`src/rtl/addsub_pkg.sv`:
```
// Shared definitions for the adder-subtractor result stage: flag bit positions and mode encodings.
package addsub_pkg;

  localparam int unsigned FLAGS_W = 4;
  localparam int unsigned FLG_C   = 0;
  localparam int unsigned FLG_Z   = 1;
  localparam int unsigned FLG_N   = 2;
  localparam int unsigned FLG_V   = 3;

  typedef enum logic {
    ModeAdd = 1'b0,
    ModeSub = 1'b1
  } addsub_mode_e;

endpackage

```
`src/rtl/addsub_result_fifo.sv`:
```
// Generic synchronous FIFO with async active-low reset and occupancy count.
module addsub_result_fifo #(
  parameter int unsigned DataW = 8,
  parameter int unsigned Depth = 2
) (
  input  logic                       clk,
  input  logic                       rst_n,
  input  logic                       push_i,
  input  logic [DataW-1:0]           data_i,
  input  logic                       pop_i,
  output logic [DataW-1:0]           data_o,
  output logic                       empty_o,
  output logic                       full_o,
  output logic [$clog2(Depth):0]     occupancy_o
);

  localparam int unsigned PtrW = $clog2(Depth);
  localparam int unsigned CntW = PtrW + 1;

  logic [DataW-1:0] mem_q [Depth];
  logic [PtrW-1:0]  wr_ptr_q, wr_ptr_d;
  logic [PtrW-1:0]  rd_ptr_q, rd_ptr_d;
  logic [CntW-1:0]  cnt_q, cnt_d;
  logic             do_push, do_pop;

  assign empty_o     = (cnt_q == '0);
  assign full_o      = (cnt_q == CntW'(Depth));
  assign occupancy_o = cnt_q;
  assign data_o      = mem_q[rd_ptr_q];

  // Push into a full FIFO or pop from an empty one is dropped without side effects.
  assign do_push = push_i & ~full_o;
  assign do_pop  = pop_i & ~empty_o;

  always_comb begin
    wr_ptr_d = wr_ptr_q;
    rd_ptr_d = rd_ptr_q;
    cnt_d    = cnt_q;
    if (do_push) wr_ptr_d = wr_ptr_q + PtrW'(1);
    if (do_pop)  rd_ptr_d = rd_ptr_q + PtrW'(1);
    unique case ({do_push, do_pop})
      2'b10:   cnt_d = cnt_q + CntW'(1);
      2'b01:   cnt_d = cnt_q - CntW'(1);
      default: cnt_d = cnt_q;
    endcase
  end

  always_ff @(posedge clk or negedge rst_n) begin
    if (!rst_n) begin
      for (int i = 0; i < int'(Depth); i++) mem_q[i] <= '0;
      wr_ptr_q <= '0;
      rd_ptr_q <= '0;
      cnt_q    <= '0;
    end else begin
      if (do_push) mem_q[wr_ptr_q] <= data_i;
      wr_ptr_q <= wr_ptr_d;
      rd_ptr_q <= rd_ptr_d;
      cnt_q    <= cnt_d;
    end
  end

endmodule

```
`src/rtl/addsub_result_stage.sv`:
```
// Registered consumer of adder-subtractor results: derives {V,N,Z,C}, buffers in a FIFO and
// counts signed overflows. Define ADDSUB_SAT_EN to saturate the result on overflow.
module addsub_result_stage
  import addsub_pkg::*;
#(
  parameter int unsigned W     = 4,
  parameter int unsigned DEPTH = 2,
  parameter int unsigned CNT_W = 8
) (
  input  logic                      clk,
  input  logic                      rst_n,
  input  logic                      in_valid,
  output logic                      in_ready,
  input  logic [W-1:0]              in_a,
  input  logic [W-1:0]              in_b,
  input  logic                      in_mode,
  input  logic [W-1:0]              in_sum,
  input  logic                      in_cout,
  output logic                      out_valid,
  input  logic                      out_ready,
  output logic [W-1:0]              out_result,
  output logic [FLAGS_W-1:0]        out_flags,
  output logic [$clog2(DEPTH):0]    occupancy,
  output logic [CNT_W-1:0]          ovf_cnt
);

  logic               b_eff_msb;
  logic               flag_v, flag_c;
  logic [W-1:0]       result;
  logic [FLAGS_W-1:0] flags;
  logic               push, pop, fifo_empty, fifo_full;
  logic [CNT_W-1:0]   ovf_cnt_q, ovf_cnt_d;
  logic               unused_in;

  // Only the sign bits of the operands take part in overflow detection.
  assign unused_in = ^{in_a[W-2:0], in_b[W-2:0]};

  assign b_eff_msb = in_b[W-1] ^ in_mode;
  assign flag_c    = (in_mode == ModeSub) ? ~in_cout : in_cout;
  assign flag_v    = ~(in_a[W-1] ^ b_eff_msb) & (in_a[W-1] ^ in_sum[W-1]);

  always_comb begin
    result = in_sum;
`ifdef ADDSUB_SAT_EN
    if (flag_v) result = in_a[W-1] ? {1'b1, {(W-1){1'b0}}} : {1'b0, {(W-1){1'b1}}};
`endif
  end

  always_comb begin
    flags        = '0;
    flags[FLG_C] = flag_c;
    flags[FLG_Z] = (result == '0);
    flags[FLG_N] = result[W-1];
    flags[FLG_V] = flag_v;
  end

  assign in_ready  = ~fifo_full;
  assign out_valid = ~fifo_empty;
  assign push      = in_valid & in_ready;
  assign pop       = out_valid & out_ready;

  addsub_result_fifo #(
    .DataW (W + FLAGS_W),
    .Depth (DEPTH)
  ) u_fifo (
    .clk         (clk),
    .rst_n       (rst_n),
    .push_i      (push),
    .data_i      ({flags, result}),
    .pop_i       (pop),
    .data_o      ({out_flags, out_result}),
    .empty_o     (fifo_empty),
    .full_o      (fifo_full),
    .occupancy_o (occupancy)
  );

  always_comb begin
    ovf_cnt_d = ovf_cnt_q;
    if (push && flag_v && !(&ovf_cnt_q)) ovf_cnt_d = ovf_cnt_q + CNT_W'(1);
  end

  always_ff @(posedge clk or negedge rst_n) begin
    if (!rst_n) ovf_cnt_q <= '0;
    else        ovf_cnt_q <= ovf_cnt_d;
  end

  assign ovf_cnt = ovf_cnt_q;

endmodule

```
`config.mk`:
```
export PLATFORM = sky130hd
export DESIGN_NAME = addsub_result_stage
export DESIGN_NICKNAME = d
export VERILOG_FILES = /design/src/rtl/addsub_pkg.sv /design/src/rtl/addsub_result_fifo.sv /design/src/rtl/addsub_result_stage.sv
export SDC_FILE = /design/constraint.sdc
export NUM_CORES = 1
export LEC_CHECK = 0
export CELL_PAD_IN_SITES_DETAIL_PLACEMENT = 0
export CELL_PAD_IN_SITES_GLOBAL_PLACEMENT = 2
export CORE_ASPECT_RATIO = 0.9
export CORE_MARGIN = 4
export CORE_UTILIZATION = 29
export CTS_CLUSTER_DIAMETER = 120
export CTS_CLUSTER_SIZE = 25
export DETAILED_ROUTE_END_ITERATION = 8
export PLACE_DENSITY_LB_ADDON = 0.3
export SETUP_SLACK_MARGIN = 0.15
export SYNTH_ARGS = -nofsm -noshare
export SYNTH_HDL_FRONTEND = slang
export SYNTH_SLANG_ARGS = --single-unit
```
`constraint.sdc`:
```
create_clock -name clk -period 1.9 [get_ports clk]
set_clock_uncertainty 0.05 [all_clocks]
set_input_delay 0.285 -clock clk [delete_from_list [all_inputs] [get_ports clk]]
set_output_delay 0.285 -clock clk [all_outputs]
set_load 0.05 [all_outputs]
```
; ---- Word-level counts from Yosys, hierarchy flattened
; Index checks and enable logic that the tools add are counted.
[word_totals]
output_inout_bits = 20
input_bits = 18
ff_bits = 28
wordCells = 47
[classes]
muxes = 8
n_bitwise = 14
eq_ne = 3
addsub = 5
n_reduce_logical = 8
order_cmp = 3
[ops]
columns = cell, n
row1 = 8-bit two-way mux, 4
row2 = 16-bit bitwise mux, 1
row3 = 8-bit by 1-bit adder with 8-bit output (second input constant), 1
row4 = 8-bit demux with 1-bit select, 1
row5 = 8-bit AND reduction, 1
row6 = 1-bit AND, 5
row7 = 2-bit equality test (second input constant), 2
row8 = 2-bit greater-or-equal comparator (second input constant), 2
row9 = 4-bit zero test, 1
row10 = 1-bit inverter, 4
row11 = 1-bit inverter with 2-bit output, 2
row12 = 2-bit one-hot mux with 2 select lines, 1
row13 = 1-bit logical AND, 3
row14 = 1-bit bitwise XOR, 3
row15 = 1-bit adder (second input constant), 2
row16 = 2-bit by 1-bit adder with 2-bit output (second input constant), 1
row17 = 2-bit by 1-bit equality test with 1-bit output (second input constant), 1
row18 = 2-bit zero test, 1
row19 = 2-bit by 1-bit < comparator with 1-bit output (second input constant), 1
row20 = 2-bit nonzero test, 1
row21 = 2-bit by 1-bit subtractor with 2-bit output (second input constant), 1
row22 = 1-bit zero test, 1
row23 = 1-bit two-way mux, 1

; ---- Logic depth before layout (Yosys ltp)
[depth]
word_depth = 6
depth_mapped = 6

; ---- Cells and area by module
; Synthesis repeated with hierarchy kept, for this count alone.
[hier_totals]
cells_unflattened = 103
area_unflattened_um2 = 1350.0
[by_module_without_submodules]
columns = mod, n_inst, cells_per_inst, area_each_um2, seq_area_each_um2
row1 = addsub_result_fifo, 1, 60, 890.9, 500.5
row2 = addsub_result_stage, 1, 43, 459.2, 200.2

; ---- Worst setup path after synthesis
; No wires, ideal clock.
[synth_path]
path_kind = reg2reg
from = register u_fifo.cnt_q[0] (netlist: u_fifo.occupancy_o[0])
to = register ovf_cnt_q[1] (netlist: ovf_cnt[1])
required_time_ps = 1725
path_buffers = 0
t_arrival_ps = 2062
stages_incl_launch_ff = 5
path_slack_ps = -337
period_less_slack_ps = 2237
setup_ps = 125
path_cell_list = dfrtp_1 nand2b_1 o211ai_2 nor2_1 mux2_2
[synth_between]
elab_chain_cells = 5
[synth_lines]
columns = item, line_no
row1 = start: declaration, addsub_result_fifo.sv:23  ; logic [CntW-1:0] cnt_q, cnt_d;
row2 = start signal: assignment, addsub_result_fifo.sv:58  ; cnt_q <= cnt_d;
row3 = 2-bit equality test, addsub_result_fifo.sv:27  ; assign full_o = (cnt_q == CntW'(Depth));
row4 = 1-bit inverter, addsub_result_stage.sv:57  ; assign in_ready = ~fifo_full;
row5 = net in_ready, addsub_result_stage.sv:13  ; output logic in_ready,
row6 = 1-bit AND, addsub_result_stage.sv:59  ; assign push = in_valid & in_ready;
row7 = 1-bit logical AND (2 in a row), addsub_result_stage.sv:79  ; if (push && flag_v && !(&ovf_cnt_q)) ovf_cnt_d = ovf_cnt_q + CNT_W'(1);
row8 = end signal: assignment, addsub_result_stage.sv:84  ; else ovf_cnt_q <= ovf_cnt_d;
row9 = end: declaration, addsub_result_stage.sv:32  ; logic [CNT_W-1:0] ovf_cnt_q, ovf_cnt_d;
; The timed path passes the listed nets, and every way through them passes these cells.
; A chain may end at the register's enable or synchronous reset.

; ---- Worst setup path after layout
[layout_path]
from = register u_fifo.rd_ptr_q
to = output out_flags[2]
[layout_between]
elab_chain_cells = 4
[layout_lines]
columns = item, line_no
row1 = start: declaration, addsub_result_fifo.sv:22  ; logic [PtrW-1:0] rd_ptr_q, rd_ptr_d;
row2 = start signal: assignment, addsub_result_fifo.sv:57  ; rd_ptr_q <= rd_ptr_d;
row3 = 1-bit inverter with 2-bit output (implied by the code), addsub_result_fifo.sv:29  ; assign data_o = mem_q[rd_ptr_q];
row4 = 8-bit two-way mux (implied by the code) (3 in a row), addsub_result_fifo.sv:29
row5 = end: declaration, addsub_result_stage.sv:22  ; output logic [FLAGS_W-1:0] out_flags,
; No other way between the ends. The select of a mux whose other input is x is not followed.

==> summary.log <==
INFO  outcome        outcome=finished clean
INFO  critical_path  crit_path_max_fanout=8
INFO  global_route   grt_pass1_wl=4.27mm
INFO  synth          synthDominantCellAreaShare=0.533
INFO  floorplanning  coreArea=4070squm
INFO  route          drt_first_iter_violations=26
INFO  route          drc=0
INFO  layout         share_of_final_layout_standard_cells_stronger_than_drive_strength_1=0.459
INFO  synth          ys_warn_count=0
INFO  layout         final_area=1650squm
INFO  cts            post_cts_buffers=0
INFO  critical_path  end_kind=output pin
INFO  floorplanning  floorplan.die.width=76.4um
INFO  synth          synth.lib_cells_used.distinct=25
INFO  critical_path  worst-endpoint-required=1.56ns
INFO  placed_design  detailedPlace.worstSlack=-0.0378ns
INFO  global_route   antenna_found_initial=0
INFO  critical_path  cp_cell_sequence=mux2_2 -> buf_4
INFO  critical_path  worst_path_max_delay_cell=sky130_fd_sc_hd__dfrtp_2
INFO  synth          mappedNetlistArea=1220squm
INFO  synth          netlist_instances=94
INFO  placed_design  placed_standard_cell_area=1600squm
INFO  layout         nFillCells=391
INFO  critical_path  cp.buffers_inverters=1
INFO  sta            final.setup.tns=0ns
INFO  global_route   global_route.overflow_total=0
INFO  critical_path  setup.worst_path.class=register to output pin
INFO  cts            worst_skew_pair_later_pin_latency=0.26ns
INFO  sta            max_slew_margin=0.675
INFO  synth          syn_avg_cell_area=13.0squm
INFO  worst_hold_path hp-class=input port to async pin
INFO  cts            clock_slew_at_the_register_clock_pins_of_the_worst_setup_and_hold_paths=0.09ns
INFO  cts            cts-root-buf=sky130_fd_sc_hd__clkbuf_8
INFO  cts            cts_hold_buf=0
INFO  route          drt-pass1-iter-count=2
INFO  route          wire_per_inst=13.5um
INFO  sta            rsz0062_at_grt=no
INFO  power_and_ir_drop power.static_leakage=0.750nW
INFO  cts            cts_num_sinks=26
INFO  sta            setup_viol=0
INFO  floorplanning  dieHeight=69.6um
INFO  synth          syn_nets=114
INFO  synth          synth.top_cells.by_area=sky130_fd_sc_hd__dfrtp_1 (53%), sky130_fd_sc_hd__mux2_2 (18%), sky130_fd_sc_hd__xor2_1 (7.2%)
INFO  sta            drv_slew=0
INFO  sta            timing.final.crit_share=0.880
INFO  power_and_ir_drop max_vdd_drop=0.671mV
INFO  layout         ant_diodes=0
INFO  layout         final_net_count=154
INFO  cts            h-tree-depth=1
INFO  route          number_of_nets_with_antenna_violations_after_routing=0
INFO  critical_path  worst_path_largest_cell_delay=0.50ns
INFO  floorplanning  num_io_pins=38
INFO  global_route   globalRouteTotalUtil=0.0986
INFO  cts            cts_repair_resize_count=3
INFO  placed_design  buffer_ports.inserted=31
INFO  sta            final_critical_path_setup_slack=0.228ns
INFO  power_and_ir_drop pwr_density_cell=1870nW/um^2
INFO  route          via_to_cell_ratio=4.67
INFO  route          route.final.wire_length=2.45mm
INFO  critical_path  crit_arrival=1.34ns
INFO  route          vias=846
INFO  synth          number_of_synthesized_register_bits=26
INFO  sta            hold_viol_final=0
INFO  placed_design  gpl.final_weighted_congestion=0.684
INFO  global_route   grt_max_degree=27
INFO  critical_path  worst_path_dominant_cell_family=flip-flops
INFO  flow_run       drv_cap=0
INFO  floorplanning  die_area=5310squm
INFO  synth          yosysTopAreaCell=sky130_fd_sc_hd__dfrtp_1
INFO  sta            max_slew.worst_pin.slew=0.489ns
INFO  cts            ctsLongestPathBuffers=2
INFO  sta            max_clock_freq=0.598GHz
INFO  global_route   grt_pass1_vias=901
INFO  cts            cts-buffers-inserted=3
INFO  synth          synth.yosys.seq_area_share=0.533
INFO  critical_path  critPathLaunchType=register
INFO  placed_design  hpwlAfterDp=1.87mm
INFO  cts            tritoncts_clock_tree=built
INFO  layout         syn2layout_area_growth=34.9%
INFO  floorplanning  effective_utilization_at_floorplan=0.300
INFO  sta            finalWorstPathRequiredPeriod=1.67ns
INFO  floorplanning  placementRows=22
-- flip-flops by register name, summed over array words and instances, names as in the netlist --
signal              cells
u_fifo.mem_q           14
u_fifo.occupancy_o      2
u_fifo.rd_ptr_q         1
ovf_cnt                 8
u_fifo.wr_ptr_q         1
-- logic make-up after synthesis --
group           share of synthesized area
fa+ha+maj                          0.0205
buf+inv                            0.0133
simple gates                        0.119
flops                               0.533
compound gates                     0.0184
mux                                 0.196
xor+xnor                            0.100
-- cell usage after synthesis (all sizes together) --
cell,n
nor4b,1
nand2,4
mux2i,1
nor3,1
nor4,4
and2,1
or2,1
xor2,10
and3b,1
mux2,20
a21oi,1
o21ai,1
nor3b,1
clkbuf,1
nand4,1
nand3,4
o211ai,1
dfrtp,26
nor2b,2
nor2,3
buf,2
nand2b,1
ha,2
xnor2,4
-- where the power goes --
group	total [mW]	switching [mW]	leakage (nW)	internal, mW
clock network	0.310	0.160	0.0228	0.150
registers	0.991	0.197	0.315	0.795
logic	1.78	1.09	0.413	0.696
total	3.09	1.44	0.750	1.64
-- layout make-up --
type                       instances  area, sq um  share of cell area
tap                               48         60.1              0.0364
clock buffer                       4         45.0              0.0273
sequential                        26          658               0.399
timing repair buffer              38          315               0.191
multi-input combinational         65          569               0.345
-- per-layer routing --
layer  vias to the layer above  track usage  routed length, um
li1                        406            -                  -
met1                       418        0.116               1080
met2                        17        0.174               1240
met3                         5       0.0247                104
met4                         0       0.0362                 31
met5                         -            0                  0
-- metrics by stage --
step                hold WS, ns  instances   util  power, mW
floorplan               -0.0606         94      -       2.31
global placement          0.409        177  0.394       2.78
detailed placement        0.415        177  0.394       2.81
CTS                       0.353        181  0.404       3.13
global route              0.366        181  0.404       3.27
finish                    0.337        181  0.404       3.09
-- worst paths after layout --
kind	depth (start not counted)	endpoint	slack, ns	startpoint
max	2	out_flags[2]	0.23	u_fifo.rd_ptr_q
min	2	u_fifo.occupancy_o[1]	0.34	rst_n
max reg2reg	5	ovf_cnt[1]	0.28	ovf_cnt[0]
min reg2reg	2	u_fifo.mem_q[7]	0.44	u_fifo.mem_q[7]
max in group asynchronous	2	u_fifo.occupancy_o[0]	1.19	rst_n
min in group clk	2	u_fifo.mem_q[7]	0.44	u_fifo.mem_q[7]
-- worst reg2reg max path, cell delays in order, from the launching register on --
cell and delay (ns):
sky130_fd_sc_hd__dfrtp_2 0.44, sky130_fd_sc_hd__ha_1 0.23, sky130_fd_sc_hd__nand3_1 0.10, sky130_fd_sc_hd__o211ai_2 0.16
sky130_fd_sc_hd__nor2_1 0.19, sky130_fd_sc_hd__mux2_2 0.35
-- cells in the final DEF (no fill, tap or decap) --
master and instances:
sky130_fd_sc_hd__buf_4 25, sky130_fd_sc_hd__mux2_2 20, sky130_fd_sc_hd__dfrtp_1 20, sky130_fd_sc_hd__clkdlybuf4s50_1 11, sky130_fd_sc_hd__xor2_1 10, sky130_fd_sc_hd__dfrtp_2 6, sky130_fd_sc_hd__nand2_1 4, sky130_fd_sc_hd__xnor2_1 4
sky130_fd_sc_hd__nand3_1 4, sky130_fd_sc_hd__nor4_1 4, sky130_fd_sc_hd__nor2_1 3, sky130_fd_sc_hd__clkbuf_8 3, sky130_fd_sc_hd__nor2b_1 2, sky130_fd_sc_hd__dlygate4sd2_1 2, sky130_fd_sc_hd__nand2b_4 1, sky130_fd_sc_hd__or2_4 1
sky130_fd_sc_hd__and2_4 1, sky130_fd_sc_hd__mux2i_2 1, sky130_fd_sc_hd__nand4_1 1, sky130_fd_sc_hd__o211ai_2 1, sky130_fd_sc_hd__o21ai_0 1, sky130_fd_sc_hd__and3b_1 1, sky130_fd_sc_hd__a21oi_1 1, sky130_fd_sc_hd__nor4b_2 1
sky130_fd_sc_hd__nor3_1 1, sky130_fd_sc_hd__nor3b_1 1, sky130_fd_sc_hd__ha_1 1, sky130_fd_sc_hd__ha_2 1, sky130_fd_sc_hd__clkbuf_1 1
Power figures use the tool's default switching activity.
